### config.mk
export PLATFORM = sky130hd
export DESIGN_NAME = dout_transmitter
export DESIGN_NICKNAME = d
export VERILOG_FILES = /design/src/rtl/dout_transmitter.sv
export SDC_FILE = /design/constraint.sdc
export NUM_CORES = 1
export LEC_CHECK = 0
export CELL_PAD_IN_SITES_DETAIL_PLACEMENT = 0
export CELL_PAD_IN_SITES_GLOBAL_PLACEMENT = 1
export CORE_ASPECT_RATIO = 0.9
export CORE_MARGIN = 2
export CORE_UTILIZATION = 39
export DETAILED_ROUTE_END_ITERATION = 12
export GPL_ROUTABILITY_DRIVEN = 0
export GPL_TIMING_DRIVEN = 0
export PLACE_DENSITY_LB_ADDON = 0.1
export SLEW_MARGIN = 20
export SYNTH_ARGS = -nofsm -noshare
export SYNTH_HDL_FRONTEND = slang
export SYNTH_SLANG_ARGS = --single-unit
### constraint.sdc
create_clock -name clk -period 2.5 [get_ports clk]
set_input_delay 0.375 -clock clk [delete_from_list [all_inputs] [get_ports clk]]
set_output_delay 0.375 -clock clk [all_outputs]
set_load 0.01 [all_outputs]
### src/rtl/dout_transmitter.sv
// Serialises eight 24-bit channel samples onto a four-line ADC-style data-output bus (dclk/drdy/din0..3).
// Define DOUT_TRANSMITTER_HEADER_EN to prefix each slot with an 8-bit header (32-bit slots instead of 24).
module dout_transmitter #(
    parameter int CLK_DIV   = 4,
    parameter int FRAME_GAP = 2
) (
    input  logic        clk,
    input  logic        reset,
    input  logic [23:0] ch1_i,
    input  logic [23:0] ch2_i,
    input  logic [23:0] ch3_i,
    input  logic [23:0] ch4_i,
    input  logic [23:0] ch5_i,
    input  logic [23:0] ch6_i,
    input  logic [23:0] ch7_i,
    input  logic [23:0] ch8_i,
    input  logic        valid_i,
    output logic        ready_o,
    output logic        drdy_o,
    output logic        dclk_o,
    output logic        din0_o,
    output logic        din1_o,
    output logic        din2_o,
    output logic        din3_o,
    output logic        done_o,
    output logic [1:0]  state_dbg_o
);
`ifdef DOUT_TRANSMITTER_HEADER_EN
    localparam int SLOT_BITS = 32;
`else
    localparam int SLOT_BITS = 24;
`endif
    localparam int FRAME_BITS = 2 * SLOT_BITS;
    localparam logic [7:0] DIV_LAST = 8'(CLK_DIV - 1);
    localparam logic [6:0] BIT_LAST = 7'(FRAME_BITS - 1);
    localparam logic [7:0] GAP_LAST = 8'(FRAME_GAP - 1);

    typedef enum logic [1:0] {
        IDLE  = 2'd0,
        ARMED = 2'd1,
        SHIFT = 2'd2,
        GAP   = 2'd3
    } state_t;

`ifdef DOUT_TRANSMITTER_HEADER_EN
    // Header: error flag (always clear), 3-bit channel index, four reserved zeros.
    function automatic logic [7:0] hdr(input logic [2:0] idx);
        hdr = {1'b0, idx, 4'b0000};
    endfunction
`endif

    state_t                        state_q, state_d;
    logic [7:0]                    div_q, div_d;
    logic                          dclk_q, dclk_d;
    logic [6:0]                    bit_q, bit_d;
    logic [7:0]                    gap_q, gap_d;
    logic [3:0][FRAME_BITS-1:0]    line_q, line_d;
    logic [3:0]                    din_q, din_d;
    logic                          drdy_q, drdy_d;
    logic                          done_q, done_d;
    logic                          ready_q, ready_d;
    logic                          tick, fall, rise;

    assign tick = (div_q == DIV_LAST);
    assign fall = tick & dclk_q;
    assign rise = tick & ~dclk_q;

    always_comb begin
        state_d = state_q;
        div_d   = tick ? 8'd0 : div_q + 8'd1;
        dclk_d  = tick ? ~dclk_q : dclk_q;
        bit_d   = bit_q;
        gap_d   = gap_q;
        line_d  = line_q;
        din_d   = din_q;
        drdy_d  = drdy_q;
        done_d  = 1'b0;
        case (state_q)
            IDLE: begin
                if (valid_i && ready_q) begin
`ifdef DOUT_TRANSMITTER_HEADER_EN
                    line_d[0] = {hdr(3'd0), ch1_i, hdr(3'd1), ch2_i};
                    line_d[1] = {hdr(3'd2), ch3_i, hdr(3'd3), ch4_i};
                    line_d[2] = {hdr(3'd4), ch5_i, hdr(3'd5), ch6_i};
                    line_d[3] = {hdr(3'd6), ch7_i, hdr(3'd7), ch8_i};
`else
                    line_d[0] = {ch1_i, ch2_i};
                    line_d[1] = {ch3_i, ch4_i};
                    line_d[2] = {ch5_i, ch6_i};
                    line_d[3] = {ch7_i, ch8_i};
`endif
                    state_d = ARMED;
                end
            end
            ARMED: begin
                if (fall) begin
                    state_d = SHIFT;
                    bit_d   = 7'd0;
                    drdy_d  = 1'b1;
                    for (int k = 0; k < 4; k++) begin
                        din_d[k]  = line_q[k][FRAME_BITS-1];
                        line_d[k] = line_q[k] << 1;
                    end
                end
            end
            SHIFT: begin
                if (fall) begin
                    drdy_d = 1'b0;
                    if (bit_q == BIT_LAST) begin
                        done_d  = 1'b1;
                        din_d   = 4'b0000;
                        gap_d   = 8'd0;
                        state_d = (FRAME_GAP == 0) ? IDLE : GAP;
                    end else begin
                        bit_d = (bit_q == BIT_LAST) ? bit_q : bit_q + 7'd1;
                        for (int k = 0; k < 4; k++) begin
                            din_d[k]  = line_q[k][FRAME_BITS-1];
                            line_d[k] = line_q[k] << 1;
                        end
                    end
                end
            end
            GAP: begin
                // Leave half a period early so a waiting frame starts exactly FRAME_GAP periods after the last one.
                if (rise && gap_q == GAP_LAST) begin
                    state_d = IDLE;
                end else if (fall) begin
                    gap_d = gap_q + 8'd1;
                end
            end
            default: state_d = IDLE;
        endcase
        ready_d = (state_d == IDLE);
    end

    always_ff @(posedge clk) begin
        if (reset) begin
            state_q <= IDLE;
            div_q   <= 8'd0;
            dclk_q  <= 1'b0;
            bit_q   <= 7'd0;
            gap_q   <= 8'd0;
            line_q  <= '0;
            din_q   <= 4'b0000;
            drdy_q  <= 1'b0;
            done_q  <= 1'b0;
            ready_q <= 1'b0;
        end else begin
            state_q <= state_d;
            div_q   <= div_d;
            dclk_q  <= dclk_d;
            bit_q   <= bit_d;
            gap_q   <= gap_d;
            line_q  <= line_d;
            din_q   <= din_d;
            drdy_q  <= drdy_d;
            done_q  <= done_d;
            ready_q <= ready_d;
        end
    end

    assign ready_o     = ready_q;
    assign drdy_o      = drdy_q;
    assign dclk_o      = dclk_q;
    assign din0_o      = din_q[0];
    assign din1_o      = din_q[1];
    assign din2_o      = din_q[2];
    assign din3_o      = din_q[3];
    assign done_o      = done_q;
    assign state_dbg_o = state_q;

endmodule

==> run metrics <==
status=finished, final reports clean; Lkg Pwr=4.78 nW; fmax=roughly 430 MHz; largest net degree at the start of global routing=13; Total GRT Usage=0.193; setup TNS=0 ns; crit-path cells=inv_1 > ha_1 > buf_2 > clkbuf_2 > mux2i_1 > a211oi_2; Final Power=16.5 mW; Avg Synthesized Cell Area=9.62 um^2; Worst Tran Pin Value=0.769 ns; grt total ovfl=0; cell count after synthesis=1036; P per Cell Area=1230 nW/um^2; slowest cell delay on critical path=between 0.5 and 0.6 ns; worst vdd ir=520 uV; initial antenna violation count=2; die width=172 um; Crit path arrival time=roughly 2.7 ns; Synth area leaders=dfxtp_1, mux2i_1, a211oi_1; Period Utilization, post-route=0.936; Final Critical Period=2.34 ns; clock-pin slew on the worst setup and hold paths=0.06 ns; HP Class=primary input to register; Final Util=0.534; Startpoint Class=register; final-report hold violation count=0; I/O pin count=between 200 and 250; Ys Warns=0; proportion of layout cells with a drive suffix above 1=0.0968; Num CTS Buffers=26; Core Region=roughly 25000 um^2; clock sink count=225; top cells by count, synth=dfxtp_1, nor2_1, mux2i_1, a211oi_1, clkbuf_1; DR vias/cell=5.04; Port Buffer Count=204; Die Area=26800 um^2; Hold Buf Count CTS=0; CP Capture Type=register; Main synth FF type=dfxtp_1; relative slew slack=0.487; Die Ht=156 um; number of flops mapped to enable cells by yosys=0; final setup vio count=0; final hold slack=0.441 ns; WP buf/inv=3; flop and latch count out of synthesis=225; Mapped Nets=1239; Worst Path Required=2.87 ns; Area Overhead vs Synth=34.7%; count leader, synth=dfxtp_1; drt wl/cell=16.2 um; Max-Cap Viols=0; WS Path Type=register to register; hpwl dp=between 15 and 20 mm; Yosys top cell area share=0.452; crit-path leading delay family=buffers and inverters; unique cell type count in the Yosys netlist=42; Total Wirelength=around 26 mm; Clock Path Buffers=3; DRC violations left=0; Row Count=55; DR vias=roughly 8200; Starting Density=0.397; unrepaired setup endpoints after global routing=false; 1st-iter DRT viols=441; H-tree depth=1; maximum fanout along the worst path=10; Max Slew Vio Count=0; Synth Cell Area=~10000 um^2; Synth area leader=dfxtp_1; number of global-route vias before repair=7927; Seq/Total Area, Yosys=0.452; Final ANT Viol Nets=0; first-pass GRT wire length=41.9 mm; CTS tree=done; Skew-Pair Late Insertion Delay=0.51 ns; CP max-delay cell=ha_1; Post-synth ARST share=0; Layout Nets=about 1500; CTS root buf=clkbuf_16; DRT Pass-1 Iters=4; clk_skew=0.0113 ns
[cell usage in the layout (no fill, tap or decap), types with 4 or more instances in the layout]
master	Yosys	final
a211oi_1	183	183
a21oi_1	13	12
dfxtp_1	225	225
mux2i_1	189	189
xor2_1	6	6
ha_1	8	7
clkbuf_2	0	13
nor2_1	216	214
buf_2	29	24
nand3b_1	5	5
clkbuf_4	0	4
clkbuf_8	0	10
nand2_1	19	19
clkdlybuf4s50_1	0	204
clkbuf_16	0	27
nor3_1	4	4
clkinv_2	0	5
a211oi_2	8	8
and3_1	7	7
xnor2_1	11	11
buf_4	12	19
clkbuf_1	46	34
nand3_1	13	13
inv_1	7	7
[what timing repair did]
action	CTS	global route
pin swaps	0	1
gates resized for setup	19	10
setup endpoints to repair	198	198
hold endpoints to repair	0	0
buffers inserted	4	0
[stage by stage]
stage | cell area (um^2) | worst slack (ns) | cells
finish | 13400 | 0.159 | 1635
global route | 13400 | 0.000661 | 1633
CTS | 13400 | 0.0156 | 1633
detailed placement | 12400 | -0.502 | 1582
global placement | 12400 | -0.546 | 1582
floorplan | 9960 | 0.330 | 1036
[where the power goes]
part	switching, mW	total (mW)	internal (mW)
clock	1.49	3.86	2.37
sequential	0.745	5.85	5.10
combinational	3.78	6.82	3.04
total	6.01	16.5	10.5
[registers in the layout, indices dropped and copies added (netlist names)]
name,cells
din_q,4
gap_q,8
bit_q,7
state_dbg_o,2
line_q,192
ready_o,1
div_q,8
done_o,1
dclk_o,1
drdy_o,1
[per-layer routing]
metal,wire length [um],vias to the layer above,GRT usage
li1,-,4214,-
met1,13100,3847,0.281
met2,11300,161,0.292
met3,1690,26,0.0472
met4,404,0,0.0356
met5,0,-,0
[final timing paths]
path | depth (start not counted) | from | slack [ns] | to
worst max-delay path | 6 | state_dbg_o[1] | 0.16 | line_q[83]
worst max register to register | 6 | state_dbg_o[1] | 0.16 | line_q[83]
worst min register to register | 1 | div_q[0] | 0.45 | div_q[0]
worst min-delay path | 3 | ch8_i[0] | 0.44 | line_q[144]
[logic make-up (layout without fill, tap and decap cells)]
family                     count (synthesis)  after routing  synth area share
and+or+nand+nor                          282            282             0.122
DFF                                      225            225             0.452
AOI/OAI and AO/OA                        219            219             0.165
muxes                                    189            189             0.190
buffers and inverters                     96            351            0.0458
xor gates and xnor gates                  17             17            0.0149
adders and majority gates                  8              8            0.0100
other                                      0              2                 0
[worst reg2reg max path: cells and delay by family (launching register included)]
| family | cells | cell delay [ns] |
|---|---|---|
| AOI/OAI and AO/OA | 1 | 0.09 |
| muxes | 1 | 0.28 |
| DFF | 1 | 0.42 |
| adders and majority gates | 1 | 0.54 |
| buffers and inverters | 3 | 0.87 |
[final cells by class]
| type | instances | area [um^2] |
|---|---|---|
| repair buffers | 208 | 2070 |
| diodes | 2 | 5.00 |
| multi-input cells | 715 | 5030 |
| fillers | 2369 | 11700 |
| well taps | 342 | 428 |
| inverters | 7 | 26.3 |
| clock buffers | 41 | 828 |
| flip-flops and latches | 225 | 4500 |
| plain buffers | 88 | 463 |
| clock inverters | 7 | 63.8 |
Power figures use the tool's default switching activity.
